--- src/rtl/serial_adder_seq.sv ---
// ---------------------------------------------------------------------------
// serial_adder_seq
// Bit-serial adder. An operand pair is accepted through a valid/ready
// handshake, added one bit pair per clock (LSB first) over exactly WIDTH
// cycles, and the (WIDTH+1)-bit result {cout,sum} is offered through a
// second valid/ready handshake. The pipeline holds one operation at a time.
//
// Ports
//   clk        : clock, all state changes on the rising edge
//   rst        : synchronous active-high reset
//   in_valid   : operand pair on a/b is valid
//   in_ready   : block accepts an operand pair this cycle (IDLE only)
//   a, b       : operands, WIDTH bits each
//   out_valid  : sum/cout hold a completed result (DONE only)
//   out_ready  : consumer takes the result this cycle
//   sum        : (a+b) mod 2^WIDTH
//   cout       : carry out of bit WIDTH-1
//   busy       : high while the serial add is running
// ---------------------------------------------------------------------------
module serial_adder_seq #(
    parameter int WIDTH = 8
) (
    input  logic             clk,
    input  logic             rst,
    input  logic             in_valid,
    output logic             in_ready,
    input  logic [WIDTH-1:0] a,
    input  logic [WIDTH-1:0] b,
    output logic             out_valid,
    input  logic             out_ready,
    output logic [WIDTH-1:0] sum,
    output logic             cout,
    output logic             busy
);

    // Counter reaches WIDTH at most, so it never wraps.
    localparam int CW = $clog2(WIDTH + 1);

    typedef enum logic [1:0] {
        IDLE = 2'd0,
        RUN  = 2'd1,
        DONE = 2'd2
    } state_t;

    state_t           r_state;
    state_t           w_state_next;

    logic [WIDTH-1:0] r_a;
    logic [WIDTH-1:0] r_b;
    // Holds the WIDTH-1 result bits produced before the final one; the final
    // bit is concatenated on top when the result moves to sum.
    logic [WIDTH-2:0] r_res;
    logic             r_carry;
    logic [CW-1:0]    r_cnt;
    logic [WIDTH-1:0] r_sum;
    logic             r_cout;
    logic             r_in_ready;
    logic             r_out_valid;
    logic             r_busy;

    logic [1:0]       w_ha1;
    logic [1:0]       w_ha2;
    logic             w_s;
    logic             w_c_next;
    logic [WIDTH-1:0] w_sum_full;
    logic             w_last;
    logic             w_accept;
    logic             w_deliver;

    // Half adder: returns {carry, sum}.
    function automatic logic [1:0] half_add(input logic x, input logic y);
        return {x & y, x ^ y};
    endfunction

    // Full-add of the current bit pair from two half-add steps, plus the
    // shifted result word and the last-bit detect.
    always_comb begin
        w_ha1      = half_add(r_a[0], r_b[0]);
        w_ha2      = half_add(w_ha1[0], r_carry);
        w_s        = w_ha2[0];
        w_c_next   = w_ha1[1] | w_ha2[1];
        w_sum_full = {w_s, r_res};
        w_last     = (r_cnt == CW'(WIDTH - 1));
        w_accept   = in_valid & r_in_ready;
        w_deliver  = r_out_valid & out_ready;
    end

    // Next-state logic of the IDLE -> RUN -> DONE control FSM.
    always_comb begin
        w_state_next = r_state;
        case (r_state)
            IDLE: begin
                if (w_accept) begin
                    w_state_next = RUN;
                end else begin
                    w_state_next = IDLE;
                end
            end
            RUN: begin
                if (w_last) begin
                    w_state_next = DONE;
                end else begin
                    w_state_next = RUN;
                end
            end
            DONE: begin
                if (w_deliver) begin
                    w_state_next = IDLE;
                end else begin
                    w_state_next = DONE;
                end
            end
            default: begin
                w_state_next = IDLE;
            end
        endcase
    end

    // State register and registered handshake/status flags decoded from
    // the next state so they line up with the state they describe.
    always_ff @(posedge clk) begin
        if (rst) begin
            r_state     <= IDLE;
            r_in_ready  <= 1'b1;
            r_out_valid <= 1'b0;
            r_busy      <= 1'b0;
        end else begin
            r_state     <= w_state_next;
            r_in_ready  <= (w_state_next == IDLE);
            r_out_valid <= (w_state_next == DONE);
            r_busy      <= (w_state_next == RUN);
        end
    end

    // Datapath: operand capture, one bit per RUN cycle, result transfer.
    always_ff @(posedge clk) begin
        if (rst) begin
            r_a     <= '0;
            r_b     <= '0;
            r_res   <= '0;
            r_carry <= 1'b0;
            r_cnt   <= '0;
            r_sum   <= '0;
            r_cout  <= 1'b0;
        end else begin
            case (r_state)
                IDLE: begin
                    if (w_accept) begin
                        r_a     <= a;
                        r_b     <= b;
                        r_res   <= '0;
                        r_carry <= 1'b0;
                        r_cnt   <= '0;
                    end
                end
                RUN: begin
                    r_a     <= {1'b0, r_a[WIDTH-1:1]};
                    r_b     <= {1'b0, r_b[WIDTH-1:1]};
                    r_res   <= w_sum_full[WIDTH-1:1];
                    r_carry <= w_c_next;
                    r_cnt   <= r_cnt + CW'(1);
                    if (w_last) begin
                        r_sum  <= w_sum_full;
                        r_cout <= w_c_next;
                    end
                end
                default: begin
                    // DONE: sum/cout hold until delivered
                end
            endcase
        end
    end

    assign in_ready  = r_in_ready;
    assign out_valid = r_out_valid;
    assign busy      = r_busy;
    assign sum       = r_sum;
    assign cout      = r_cout;

endmodule

--- config.mk ---
export PLATFORM = sky130hd
export DESIGN_NAME = serial_adder_seq
export DESIGN_NICKNAME = d
export VERILOG_FILES = /design/src/rtl/serial_adder_seq.sv
export SDC_FILE = /design/constraint.sdc
export NUM_CORES = 1
export LEC_CHECK = 0
export ABC_AREA = 1
export CORE_MARGIN = 2
export CORE_UTILIZATION = 30
export DETAILED_ROUTE_END_ITERATION = 10
export GPL_TIMING_DRIVEN = 0
export PLACE_DENSITY = 0.52
export SLEW_MARGIN = 20
export SYNTH_ARGS = -nofsm -noshare
export SYNTH_HDL_FRONTEND = slang
export SYNTH_SLANG_ARGS = --single-unit
--- constraint.sdc ---
create_clock -name clk -period 1.6 [get_ports clk]
set_clock_uncertainty 0.15 [all_clocks]
set_input_delay 0.24 -clock clk [delete_from_list [all_inputs] [get_ports clk]]
set_output_delay 0.24 -clock clk [all_outputs]
set_load 0.01 [all_outputs]
; ---- Yosys cells after proc, flatten, opt, wreduce, memory -nomap -nowiden
; Index checks and enable logic that the tools add are counted.
; Widths: inputs -> output; s select.
[op_classes]
addsub = 1
n_mul = 0
n_div = 0
magnitude_cmp = 0
n_eq_ne = 6
n_shift = 0
muxes = 14
bitwise = 7
reduce_logical = 5
[ops]
columns = cell, count
row1 = $pmux 8 s2, 2
row2 = $mux 8, 2
row3 = $pmux 7 s2, 1
row4 = $pmux 4 s2, 1
row5 = $mux 7, 1
row6 = $pmux 2 s3, 1
row7 = $add 4x1->4 const B, 1
row8 = $and 1x1->1, 4
row9 = $eq 2x1->1 const B, 2
row10 = $eq 2x2->1 const B, 2
row11 = $eq 4x3->1 const B, 1
row12 = $logic_not 2->1, 2
row13 = $mux 2, 2
row14 = $mux 4, 1
row15 = $reduce_and 2->1, 2
row16 = $mux 1, 2
row17 = $ne 2x2->1 const B, 1
row18 = $pmux 1 s2, 1
row19 = $reduce_bool 2->1, 1
row20 = $xor 1x1->1, 2
row21 = $or 1x1->1, 1
[word_totals]
reg_bits = 42
latchBits = 0
ram_bits = 0
mem_bits_ro = 0
in_bits = 20
out_inout_bits = 12
elab_cells = 44
mem_count = 0

; ---- Longest topological paths before layout
; Gate-level depths: netlist (run 1).
[depth]
depth_word = 4
mapped_depth = 7
mapped_depth_nobuf = 7

; ---- Worst setup path before layout (run 1)
; Ideal clock, no wire load.
[synth_path]
path_type = reg2reg
start = reg r_cnt[0]
end = reg r_in_ready (netlist: in_ready)
setup_time_ps = 122
arrival_ps = 1048
required_time_ps = 1328
path_slack_ps = 280
path_stages_with_launch = 7
path_buffers = 0
period_less_slack_ps = 1320
path_cell_list = dfxtp_1 ha_1 nand3_1 nor2_2 nor2_1 nand2_1 nand2_1
[synth_via]
elab_chain_cells = 4
[synth_lines]
columns = element, line
row1 = start: declaration, 54  ; logic [CW-1:0] r_cnt;
row2 = start signal: assignment, 161  ; r_cnt <= r_cnt + CW'(1);
row3 = $eq 4x3->1, 83  ; w_last = (r_cnt == CW'(WIDTH - 1));
row4 = $mux 2, 100  ; if (w_last) begin
row5 = $pmux 2 s3, 91  ; case (r_state)
row6 = $logic_not 2->1, 129  ; r_in_ready <= (w_state_next == IDLE);
row7 = end signal: assignment, 129
row8 = end: declaration, 57  ; logic r_in_ready;
; Every way passes these cells.
; A chain may end at the register's enable or synchronous reset.

; ---- Final worst setup path (run 1)
[layout_path]
start = reg r_sum[5] (netlist: sum[5])
end = out sum[5]
[layout_lines]
columns = element, line
row1 = start: declaration, 55  ; logic [WIDTH-1:0] r_sum;
row2 = start signal: assignment, 163  ; r_sum <= w_sum_full;
row3 = end: declaration, 31  ; output logic [WIDTH-1:0] sum,
; No word-level cell between the ends.

==> run summary, run 1 <==
The via count of the first global-routing pass was 1,434. The first global-routing pass estimated 6.796 mm of wire. The H-tree was split into 2 levels. The synthesized design contains 42 register bits. The synthesis-to-finish area growth is 30.43%, and the total power per unit cell area is 997.0 nW/um^2.

The final period demand of the worst path is 1.553 ns. Buffers inserted to repair hold after CTS numbered 0. The pin slew with the least headroom to its limit was 0.5296 ns.

The end point of the critical path is sum[5]. In this run the remaining antenna-violating nets after routing total 0. Setup violations remaining at the end of the flow were counted as 0.

The critical path is of the register to output port type. In the routed design, unresolved DRC markers number 0. During synthesis, Yosys emitted a total of 0 warnings.

Prior to clock tree synthesis, the placed netlist has a worst setup slack of -0.2513 ns. The first TritonRoute pass finished after 4 iterations. Max-cap violations in this run came to 0. The tools report the worst ir drop on vdd as 388.4 uV. The number of buffers added on ports was 31. The path class of the tightest hold or removal check is register to register.

sky130_fd_sc_hd__nor2_1 is the most common cell in the netlist. The tools report the total global routing track utilization as 13.72%. The initial core utilization is 30.50%. The per-cell routed wire length was 12.00 um. Counting flops with an async set or reset pin after synthesis yields a share of 0%. Sorting the synthesized cells by how often they occur yields sky130_fd_sc_hd__nor2_1 (45), sky130_fd_sc_hd__dfxtp_1 (42), sky130_fd_sc_hd__nand3_1 (36), sky130_fd_sc_hd__nand2_1 (34), sky130_fd_sc_hd__a21oi_1 (19).

After synthesis, flip-flops and latches occupy 47.12% of the total area. For the worst setup path, the data required time is 1.21 ns. STA puts the critical path data arrival time at 1.16 ns. No sink is reached through more buffers than the 2 on the longest clock path. The highest cell delay on the worst timing path came out at 0.53 ns. For the number of antenna violations at the first check in global routing, the log shows 0. After synthesis the cells add up to 1784 um^2.

Number of buffers and inverters on the critical path: 1. For the half-perimeter wire length of the detailed placement result, the log shows 2.886 mm. The region available for standard cell placement spans 5851 um^2. Global routing finished with a remaining overflow of 0. For this block, the routed nets add up to 4.152 mm of wire. For the site row count, the log shows 28.

In the post-synthesis netlist, the biggest area contributors are sky130_fd_sc_hd__dfxtp_1 (47%), sky130_fd_sc_hd__nand3_1 (10%), sky130_fd_sc_hd__nor2_1 (9.5%), sky130_fd_sc_hd__nand2_1 (7.2%), sky130_fd_sc_hd__a21oi_1 (5.3%). Type of element launching the critical path: a register. The net count of the finished layout is 293. The share of the cycle needed by the critical path after routing was 97.06%; the height of the chip was 81.12 um. Once layout is complete, the utilization of the core stands at 39.78%. The startpoint identified for the worst register-to-register timing path is r_cnt[0]. The number of nets in the synthesized netlist was 255.

For the final hold violation count, the log shows 0. The kind of end point of the critical path is an output port. For this run, the leading register cell type out of synthesis is sky130_fd_sc_hd__dfxtp_1.

The run finished with clean final reports. The worst path meets setup with 0.04707 ns of slack. Critical register-to-register path endpoint: sum[0].

The post-route netlist has 12.18% of its cells at a drive strength greater than 1. Vias per cell: 4.503. In this run the register-to-register setup slack is 0.09 ns.

The floorplan step defined a die boundary enclosing 6580 um^2. In this run the worst path has a maximum fanout of 2. The tools report the pin count of the biggest net entering global routing as 13. TritonCTS built the clock tree. The final-report max-slew violation count came out at 0. The filler cell count is 606. Floorplan die width: 81.12 um. The leakage power summed over all cells came out at 1.014 nW. The family with the most delay on the worst path is buffers and inverters. The maximum operating frequency was 643.9 MHz; the TritonCTS buffer count was 5. The average instance in the mapped netlist occupies 7.658 um^2. The cell sitting at the root of the clock tree is a sky130_fd_sc_hd__clkbuf_8. For this block, the via count after detailed routing is 1,558. For the number of clock sinks, the log shows 42. Setup repair after global routing could not meet its margin everywhere. The number of synthesized flops with an enable pin is 0, and the number of diodes is 0. For this design, the slowest cell found on the critical path is sky130_fd_sc_hd__clkdlybuf4s50_1. During I/O placement, the number of pins put on the boundary was 32. Final weighted congestion in routability-driven placement: 0.7463. The synthesized design spends more area on one cell type than any other, namely sky130_fd_sc_hd__dfxtp_1. The launching instance or port of the critical path was sum[5]. In this run, the number of DRC markers left after iteration 0 of detailed routing was 37.

After clock tree synthesis, the setup repair step added 0 buffers. The clock reaches the later pin of the worst-skew pair after 0.30 ns. The logic depth of the worst register-to-register path was 6; the worst-case headroom to the max-slew limit was 64.70%. The clock-pin slew of the registers on the worst-case setup and hold paths was 0.08 ns.

Summed over its instances, the top area cell type makes up 47.12% of the synthesized netlist area. The count of different cell masters after synthesis came out at 21. Count of cell instances traversed by the critical path: 1. The synthesized instance count was 233. Traced cell by cell, the critical path runs through clkdlybuf4s50_1.
-- state kept, by name, indices dropped and copies added (netlist names) --
register   count
r_a            8
r_carry        1
r_res          7
r_cnt          4
out_valid      1
cout           1
r_b            8
in_ready       1
r_state        2
busy           1
sum            8
-- worst register-to-register path, stage by stage (launching register included) --
cell and delay [ns]:
sky130_fd_sc_hd__dfxtp_1 0.38, sky130_fd_sc_hd__ha_1 0.20, sky130_fd_sc_hd__nand2_1 0.09, sky130_fd_sc_hd__nor2_2 0.15, sky130_fd_sc_hd__nand2_2 0.14, sky130_fd_sc_hd__o21ai_0 0.25, sky130_fd_sc_hd__nor2_1 0.06
-- routing by layer --
layer  vias to the layer above  wire length, um  global-route usage (%)
li1                        836                -                       -
met1                       691             2105                   18.12
met2                        22             1809                   20.66
met3                         9              148                   4.444
met4                         0               88                   5.593
met5                         -                0                       0
-- per-stage QoR --
stage          hold WS, ns  total power, mW  instance area, um^2  std cells  setup TNS [ns]
2_1_floorplan       0.1591            1.362                 1784        233               0
3_3_place_gp        0.3051            1.479                 2188        339          -4.155
3_5_place_dp        0.3136            1.481                 2188        339          -4.188
4_1_cts             0.3319            2.339                 2301        346               0
5_1_grt             0.3527            2.428                 2327        346        -0.07469
6_report            0.3303            2.320                 2327        346               0
-- power by group --
part           switching, mW  internal, mW  total, mW
logic                  0.178         0.152      0.330
registers             0.0272          1.10       1.13
clock network          0.365         0.500      0.865
-- cells in the final DEF (no fill, tap or decap), types with 2 or more instances in the layout --
master | Yosys | final
sky130_fd_sc_hd__buf_4 | 6 | 6
sky130_fd_sc_hd__nand2_2 | 2 | 2
sky130_fd_sc_hd__nor2_2 | 2 | 2
sky130_fd_sc_hd__clkbuf_1 | 5 | 4
sky130_fd_sc_hd__or2_2 | 9 | 9
sky130_fd_sc_hd__nand3_1 | 36 | 36
sky130_fd_sc_hd__a21oi_1 | 19 | 19
sky130_fd_sc_hd__clkdlybuf4s50_1 | 0 | 24
sky130_fd_sc_hd__nand2_1 | 34 | 34
sky130_fd_sc_hd__dlymetal6s2s_1 | 0 | 7
sky130_fd_sc_hd__nor2_1 | 45 | 44
sky130_fd_sc_hd__clkbuf_8 | 0 | 6
sky130_fd_sc_hd__dfxtp_1 | 42 | 42
sky130_fd_sc_hd__inv_1 | 6 | 6
sky130_fd_sc_hd__o21ai_0 | 10 | 9
sky130_fd_sc_hd__nand3b_1 | 9 | 9
-- kinds of logic (layout without fill, tap and decap cells) --
group	after synthesis	in the layout	share of synthesized area [%]
AND/OR/NAND/NOR	139	139	36.04
AO/OA/AOI/OAI	30	30	9.047
flip-flops	42	42	47.13
adder cells (fa/ha/maj)	2	2	1.823
buffers and inverters	20	58	5.960
-- cell type report --
| type | instances | area, um^2 | area share [%] |
|---|---|---|---|
| clock buffer | 6 | 82.58 | 3.548 |
| inverter | 7 | 26.28 | 1.129 |
| tap | 75 | 93.84 | 4.032 |
| multi-input combinational | 171 | 844.6 | 36.29 |
| clock inverter | 1 | 30.03 | 1.290 |
| buffer | 13 | 81.33 | 3.495 |
| timing repair buffer | 31 | 327.8 | 14.09 |
| sequential | 42 | 840.8 | 36.13 |
-- repair_timing --
action / CTS / global route
hold endpoints to repair: 0 / 0
resized for setup: 0 / 12
endpoints found under the setup margin: 0 / 23
-- worst min-delay path by stage --
stage,from,endpoint,slack [ns],cells past startpoint
detailed placement,r_a[1],r_a[1],0.31,2
floorplan,rst,r_a[4],0.16,1
finish,r_a[1],r_a[1],0.33,2
global route,r_res[0],r_res[0],0.35,2
global placement,r_a[1],r_a[1],0.31,2
CTS,r_a[1],r_a[1],0.33,2
Note: power is estimated with default switching activity, not from simulation.
==> run 2: changes to the inputs <==
--- a/config.mk
+++ b/config.mk
@@ -7,10 +7,10 @@
 export LEC_CHECK = 0
 export ABC_AREA = 1
 export CORE_MARGIN = 2
-export CORE_UTILIZATION = 30
+export CORE_UTILIZATION = 50
 export DETAILED_ROUTE_END_ITERATION = 10
 export GPL_TIMING_DRIVEN = 0
-export PLACE_DENSITY = 0.52
+export PLACE_DENSITY = 0.78
 export SLEW_MARGIN = 20
 export SYNTH_ARGS = -nofsm -noshare
 export SYNTH_HDL_FRONTEND = slang
==> run 2 against run 1 <==
  * Register-to-register slack gained 0.03 ns
  * Clock-buffer cell count is 1 higher
  * Non-clock buffer count is the same
  * Clock power is 24% lower
  * Worst hold slack worse by 0.0063 ns
  * Worst setup slack better by 0.077 ns
  * Wire length decreased by 15%
  * Utilization grew 26 points
  * Power down 9.2%
  * Critical endpoint is now r_cnt[3]
  * First-iteration DRC count is 92% higher
  * Sequential power hardly changed
==> run summary, run 2 (same netlist as run 1, synthesis figures left out) <==
The worst ir drop on vdd came out at 654.5 uV (+69%). The run gives 2.502 mm (-13%) as the half-perimeter wire length of the detailed placement result. The site row count is 21 (-25%).

Buffer levels on the longest clock path: 2 (unchanged). The net count reported at finish was 293 (unchanged). The run gives 0 (unchanged) as the total setup violations reported at the end of the flow. For the count of hold buffers inserted by post-cts repair, the log shows 0 (unchanged). TritonCTS built the clock tree.

Startpoint of the most critical register-to-register path: r_state[0]. The remaining design rule violation count is 0 (unchanged). The tools report the worst hold margin as 0.3240 ns (-0.006300 ns). The total power per unit cell area is 947.5 nW/um^2 (-5.0%).

Highest cell delay on the worst timing path: 0.32 ns (-0.21 ns). The arrival time at the worst endpoint was 1.58 ns (+0.42 ns); the count of H-tree levels built during CTS was 2 (unchanged). The top fanout value on the critical path came out at 10 (+8). Leaving out fill and tap cells, the most frequent cell in the layout is sky130_fd_sc_hd__nor2_1. The startpoint identified for the worst hold timing path is a[7].

The ratio of cells with drive above 1 in the final layout came out at 11.40% (-0.78 points). The final period demand of the worst path works out to 1.476 ns (-0.07720 ns). Setup repair after global routing left no endpoint under its margin. Tracing the worst setup path back leads to its startpoint at r_state[0]. The number of antenna violations at the first check in global routing came out at 0 (unchanged). The run gives 5 (unchanged) as the TritonCTS buffer count. The layer flagged by global routing as most heavily used is met2. The number of clock sinks was 42 (unchanged).

The tools report the max-cap check violation count as 0 (unchanged). By instance count, the cell type seen most on the critical path is sky130_fd_sc_hd__buf_4. The core box area was 3390 um^2 (-42%); the pin slew with the least headroom to its limit was 0.4956 ns (-0.03394 ns).

The leakage power summed over all cells is 0.9381 nW (-7.5%), and the first-pass iteration count of the detailed router is 4 (unchanged). The worst setup path is launched from a register. In the layout the commonest cells are sky130_fd_sc_hd__nor2_1 (44), sky130_fd_sc_hd__dfxtp_1 (42), sky130_fd_sc_hd__nand3_1 (36). The min-delay analysis places its worst path in the category input pin to register. The flow ran to the end, and the final reports show no timing, DRC or antenna violations. Traced cell by cell, the critical path runs through buf_4, nor2_2, nand2_2, buf_4, a21oi_1, nor2_1. The total power is 2.107 mW (-9.2%), and the die footprint is 4062 um^2 (-38%). The tools report the global-route met3 utilization as 4.754% (+0.31 points). The final hold violation count is 0 (unchanged), and the maximum operating frequency is 677.6 MHz (+5.2%).

The met1 global-route usage was 25.70% (+7.6 points). The largest individual stage delay along the critical path comes from the cell sky130_fd_sc_hd__dfxtp_1. The tools report the cell chosen for the clock root as sky130_fd_sc_hd__clkbuf_4. The number of DRC markers after the initial detailed-route iteration was 71 (+92%); the number of top-level pins was 32 (unchanged). The height of the chip works out to 63.74 um (-21%).

The category of the critical setup timing path was register to register. The final-report max-slew violation count is 0 (unchanged). The tools report the final wirelength as 3.545 mm (-15%). The kind of end point of the critical path is a register.

The logs give 1.70 ns (+0.49 ns) for the required arrival time at the worst endpoint and 2223 um^2 (-4.5%) for the total non-filler cell area in the finished layout. The tools report the number of diodes as 0 (unchanged). The floorplan die width is 63.74 um (-21%), and the final weighted congestion in routability-driven placement is 0.8299 (+11%). The number of buffers added on ports came out at 31 (unchanged).

The worst-case headroom to the max-slew limit was 66.96% (+2.3 points). The pin count of the biggest net entering global routing is 13 (unchanged), and the clock insertion delay at the later pin of the skew report is 0.35 ns (+0.05 ns). The residual overflow from global routing was 0 (unchanged); the global-route met2 utilization was 29.61% (+8.9 points). The number of nets with antenna violations after detailed routing came out at 0 (unchanged).

The via count of the first global-routing pass came out at 1,366 (-4.7%). The number of vias in the routed layout is 1,599 (+2.6%). The vias per cell was 5.028 (+12%); the per-cell routed wire length was 11.15 um (-7.1%). For the total global routing track utilization, the log shows 18.88% (+5.2 points). Initial core utilization: 52.64% (+22 points). The synthesis-to-finish area growth was 24.61%.

The share of the cycle needed by the critical path after routing is 92.23% (-4.8 points). The global-route wire length before repair is 6.044 mm (-11%), and the clock-pin slew of the registers on the worst-case setup and hold paths is 0.12 ns (+0.04 ns). For the instance area after placement, the log shows 2152 um^2 (-1.7%).
==> run 2: changes by cell type in the layout (fill, tap and decap cells not counted), moves of 3 or more <==
cell                              change
sky130_fd_sc_hd__dlygate4sd2_1       +11
sky130_fd_sc_hd__clkbuf_4             +5
sky130_fd_sc_hd__dlymetal6s2s_1       -6
sky130_fd_sc_hd__clkbuf_8             -6
sky130_fd_sc_hd__clkdlybuf4s50_1      -5
sky130_fd_sc_hd__clkbuf_1             +3
==> run 2: layer usage <==
metal  up-vias  wire [um]
met1       708       1774
li1        834          -
met5         -          0
met2        51       1548
met4         0         42
met3         6        179
==> run 2: path summary, 6_finish.rpt <==
| path | cells past startpoint | slack [ns] | to |
|---|---|---|---|
| max | 6 | 0.12 | r_cnt[3] |
| min reg2reg | 2 | 0.33 | r_a[7] |
| min | 3 | 0.32 | r_a[7] |
| max reg2reg | 6 | 0.12 | r_cnt[3] |
==> run 2: layout make-up <==
cell class,count,area (um^2)
inverters,7,26.28
clock buffers,7,45.04
repair buffers,31,299.0
plain buffers,13,80.08
clock inverters,1,30.03
fillers,318,1166
well taps,46,57.56
flip-flops and latches,42,840.8
multi-input cells,171,844.6
==> run 2: per-stage QoR <==
step	instances	util, %	TNS [ns]	worst slack (ns)
4_1_cts	318	65.30	0	0.01537
6_report	318	65.60	0	0.1243
5_1_grt	318	65.60	0	0.002066
2_1_floorplan	233	-	0	0.2799
3_3_place_gp	310	63.49	-3.287	-0.2129
3_5_place_dp	310	63.49	-3.324	-0.2197
==> run 2: critical path, delay by kind of cell, from the launching register on <==
| kind | cells | cell delay [ns] |
|---|---|---|
| compound gates | 1 | 0.12 |
| flops | 1 | 0.32 |
| buf+inv | 2 | 0.37 |
| simple gates | 3 | 0.41 |
==> run 2: power breakdown <==
group	internal [mW]	switching, mW	leakage, nW
registers	1.10	0.0275	0.343
clock network	0.332	0.328	0.0395
logic	0.150	0.171	0.556
total	1.58	0.527	0.938
==> run 2: repair_timing <==
item / in CTS / in global routing
setup buffers: 0 / 0
setup endpoints to repair: 11 / 5
resized for setup: 11 / 4
==> run 3: changes to the inputs <==
--- a/config.mk
+++ b/config.mk
@@ -8,6 +8,7 @@
 export ABC_AREA = 1
 export CORE_MARGIN = 2
 export CORE_UTILIZATION = 50
+export CTS_BUF_LIST = sky130_fd_sc_hd__clkbuf_2
 export DETAILED_ROUTE_END_ITERATION = 10
 export GPL_TIMING_DRIVEN = 0
 export PLACE_DENSITY = 0.78
==> run 3 against run 2 <==
  * Non-clock buffer count stayed put
  * Combinational power hardly changed
  * Largest power group unchanged
  * First-iteration DRC count grew 5.6%
  * Largest cell class is now registers
  * Register-to-register slack got worse by 0.02 ns
  * Wire length up 0.56%
  * Clock-buffer cell count stayed put
  * Worst hold slack got worse by 0.058 ns
  * Final cell count is the same
==> run summary, run 3 (same netlist as run 1, synthesis figures left out) <==
The category of the critical setup timing path was register to register. Max-cap check violation count: 0 (unchanged). Final wirelength: 3.565 mm (+0.56%). The tools report the required arrival time at the worst endpoint as 1.76 ns (+0.06 ns).

The tools report the type of element launching the critical path as a register. Synthesis-to-finish area growth: 24.47%. The run gives 2 (unchanged) as the buffer levels on the longest clock path. The worst-case headroom to the max-slew limit is 68.11% (+1.1 points). The share of the cycle needed by the critical path after routing is 93.46% (+1.2 points).

The setup TNS is 0 ns (unchanged), and the logic depth of the worst register-to-register path is 6 (unchanged). The floorplan die width is 63.74 um (unchanged). The number of diodes is 0 (unchanged).

For the core utilization of the finished layout, the log shows 65.52% (-0.074 points). Ratio of cells with drive above 1 in the final layout: 15.81% (+4.4 points). The pin slew with the least headroom to its limit is 0.4784 ns (-0.01722 ns). The final weighted congestion in routability-driven placement is 0.8299 (unchanged). The height of the chip was 63.74 um (unchanged). The pre-CTS worst setup slack is -0.2197 ns (unchanged).

For the residual overflow from global routing, the log shows 0 (unchanged). The most common cell after layout, fill and taps aside was sky130_fd_sc_hd__nor2_1. For the clock insertion delay at the later pin of the skew report, the log shows 0.40 ns (+0.05 ns).

The clock-pin slew of the registers on the worst-case setup and hold paths is 0.20 ns (+0.08 ns). The vias per cell was 4.997 (-0.63%); the instance area after placement was 2152 um^2 (unchanged). The tools report the number of vias in the routed layout as 1,589 (-0.63%). The final hold violation count came out at 0 (unchanged). The worst register-to-register path begins at r_cnt[0]. The tightest min-delay check is of the input pin to register type. Final period demand of the worst path: 1.495 ns (+0.01959 ns). The startpoint of the most critical hold path is a[7]. Worst ir drop on vdd: 608.6 uV (-7.0%). The tools report the via count of the first global-routing pass as 1,375 (+0.66%). The logs give 0 (unchanged) for the final-report max-slew violation count and 0.1047 ns (-0.01959 ns) for the post-layout worst setup margin. The tools report the total global routing track utilization as 19.15% (+0.27 points). The logs give 0 (unchanged) for the number of antenna violations at the first check in global routing and 323 (+1.6%) for the filler cell count.

The total non-filler cell area in the finished layout was 2221 um^2 (-0.11%); the total power per unit cell area was 926.4 nW/um^2 (-2.2%). Tracing the worst setup path back leads to its startpoint at r_cnt[0]. The cell chosen for the clock root is sky130_fd_sc_hd__clkbuf_2. The die footprint is 4062 um^2 (unchanged).

The top fanout value on the critical path was 9 (-1); the global-route wire length before repair was 6.106 mm (+1.0%). The final cell count without fillers is 318 (unchanged). The worst hold margin was 0.2663 ns (-0.05768 ns); the number of buffers added on ports was 31 (unchanged). For the sequential cell area in the final layout, the log shows 854.6 um^2 (+1.6%). Number of nets with antenna violations after detailed routing: 0 (unchanged). The run gives 52.64% (unchanged) as the initial core utilization.

The tools report the number of clock sinks as 42 (unchanged). First-pass iteration count of the detailed router: 4 (unchanged). The half-perimeter wire length of the detailed placement result was 2.502 mm (unchanged). The run gives 1.65 ns (+0.07 ns) as the arrival time at the worst endpoint. The total setup violations reported at the end of the flow is 0 (unchanged), and the leakage power summed over all cells is 0.9365 nW (-0.17%). The logs give 3390 um^2 (unchanged) for the core box area and 0 (unchanged) for the remaining design rule violation count.

The site row count is 21 (unchanged), and the TritonCTS buffer count is 5 (unchanged). The number of placed instances with taps included is 310 (unchanged), and the hold-critical path depth is 3 (unchanged). For the count of hold buffers inserted by post-cts repair, the log shows 0 (unchanged). The run finished with clean final reports. TritonCTS built the clock tree.

Setup repair after global routing could not meet its margin everywhere. The top cell types in the final layout, fill and taps aside, are sky130_fd_sc_hd__nor2_1 (45), sky130_fd_sc_hd__nand3_1 (36), sky130_fd_sc_hd__nand2_1 (34). The tools report the kind of end point of the critical path as a register. The net count reported at finish is 293 (unchanged). The total power came out at 2.057 mW (-2.3%). The number of top-level pins was 32 (unchanged). Per-cell routed wire length: 11.21 um (+0.56%). The tools report the maximum operating frequency as 668.8 MHz (-1.3%). Count of H-tree levels built during CTS: 2 (unchanged). The multi-input combinational cell area was 842.1 um^2 (-0.30%); the number of DRC markers after the initial detailed-route iteration was 75 (+5.6%).

The tools report the pin count of the biggest net entering global routing as 13 (unchanged).
## run 3: cell types whose count changed in the layout (fill, tap and decap cells not counted)
cell | previous run | this run
sky130_fd_sc_hd__clkbuf_1 | 7 | 5
sky130_fd_sc_hd__dlymetal6s2s_1 | 1 | 0
sky130_fd_sc_hd__clkbuf_2 | 0 | 7
sky130_fd_sc_hd__clkbuf_4 | 5 | 0
sky130_fd_sc_hd__dlygate4sd2_1 | 11 | 12
sky130_fd_sc_hd__nor2_2 | 2 | 1
sky130_fd_sc_hd__nor2_1 | 44 | 45
sky130_fd_sc_hd__dfxtp_2 | 0 | 11
sky130_fd_sc_hd__dfxtp_1 | 42 | 31
## run 3: critical path, cell delays in order, from the launching register on
cell,delay [ns]
sky130_fd_sc_hd__dfxtp_2,0.40
sky130_fd_sc_hd__ha_1,0.19
sky130_fd_sc_hd__nand2_1,0.08
sky130_fd_sc_hd__nor2_1,0.17
sky130_fd_sc_hd__nand2_2,0.15
sky130_fd_sc_hd__o21ai_0,0.22
sky130_fd_sc_hd__nor2_1,0.07
## run 3: timing repair
action | CTS | global route
setup buffers | 0 | 0
setup endpoints to repair | 12 | 10
gates resized for setup | 22 | 3
## run 3: area by class of cell
cell class                      count  share of cell area (%)
Buffer                             13                   3.606
Clock buffer                        7                   1.577
Clock inverter                      1                   1.352
Inverter                            7                   1.183
Multi-Input combinational cell    171                   37.92
Sequential cell                    42                   38.48
Tap cell                           46                   2.592
Timing Repair Buffer               31                   13.30
## run 3: path summary, 6_finish.rpt
| kind | end | slack, ns |
|---|---|---|
| max | sum[1] | 0.10 |
| min | r_a[7] | 0.27 |
| max reg2reg | sum[1] | 0.10 |
| min reg2reg | r_cnt[0] | 0.32 |
## run 3: report_power, final
| part | internal [mW] | total, mW | switching, mW | leakage (nW) |
|---|---|---|---|---|
| combinational | 0.149 | 0.319 | 0.170 | 0.546 |
| clock | 0.278 | 0.609 | 0.331 | 0.0432 |
| sequential | 1.10 | 1.13 | 0.0277 | 0.348 |
## run 3: layer usage
layer | share of wire [%] | up-vias | track usage [%]
li1 | - | 833 | -
met4 | 1.3 | 0 | 6.522
met2 | 45 | 47 | 29.87
met5 | 0 | - | 0
met1 | 49 | 703 | 25.96
met3 | 5.4 | 6 | 4.754
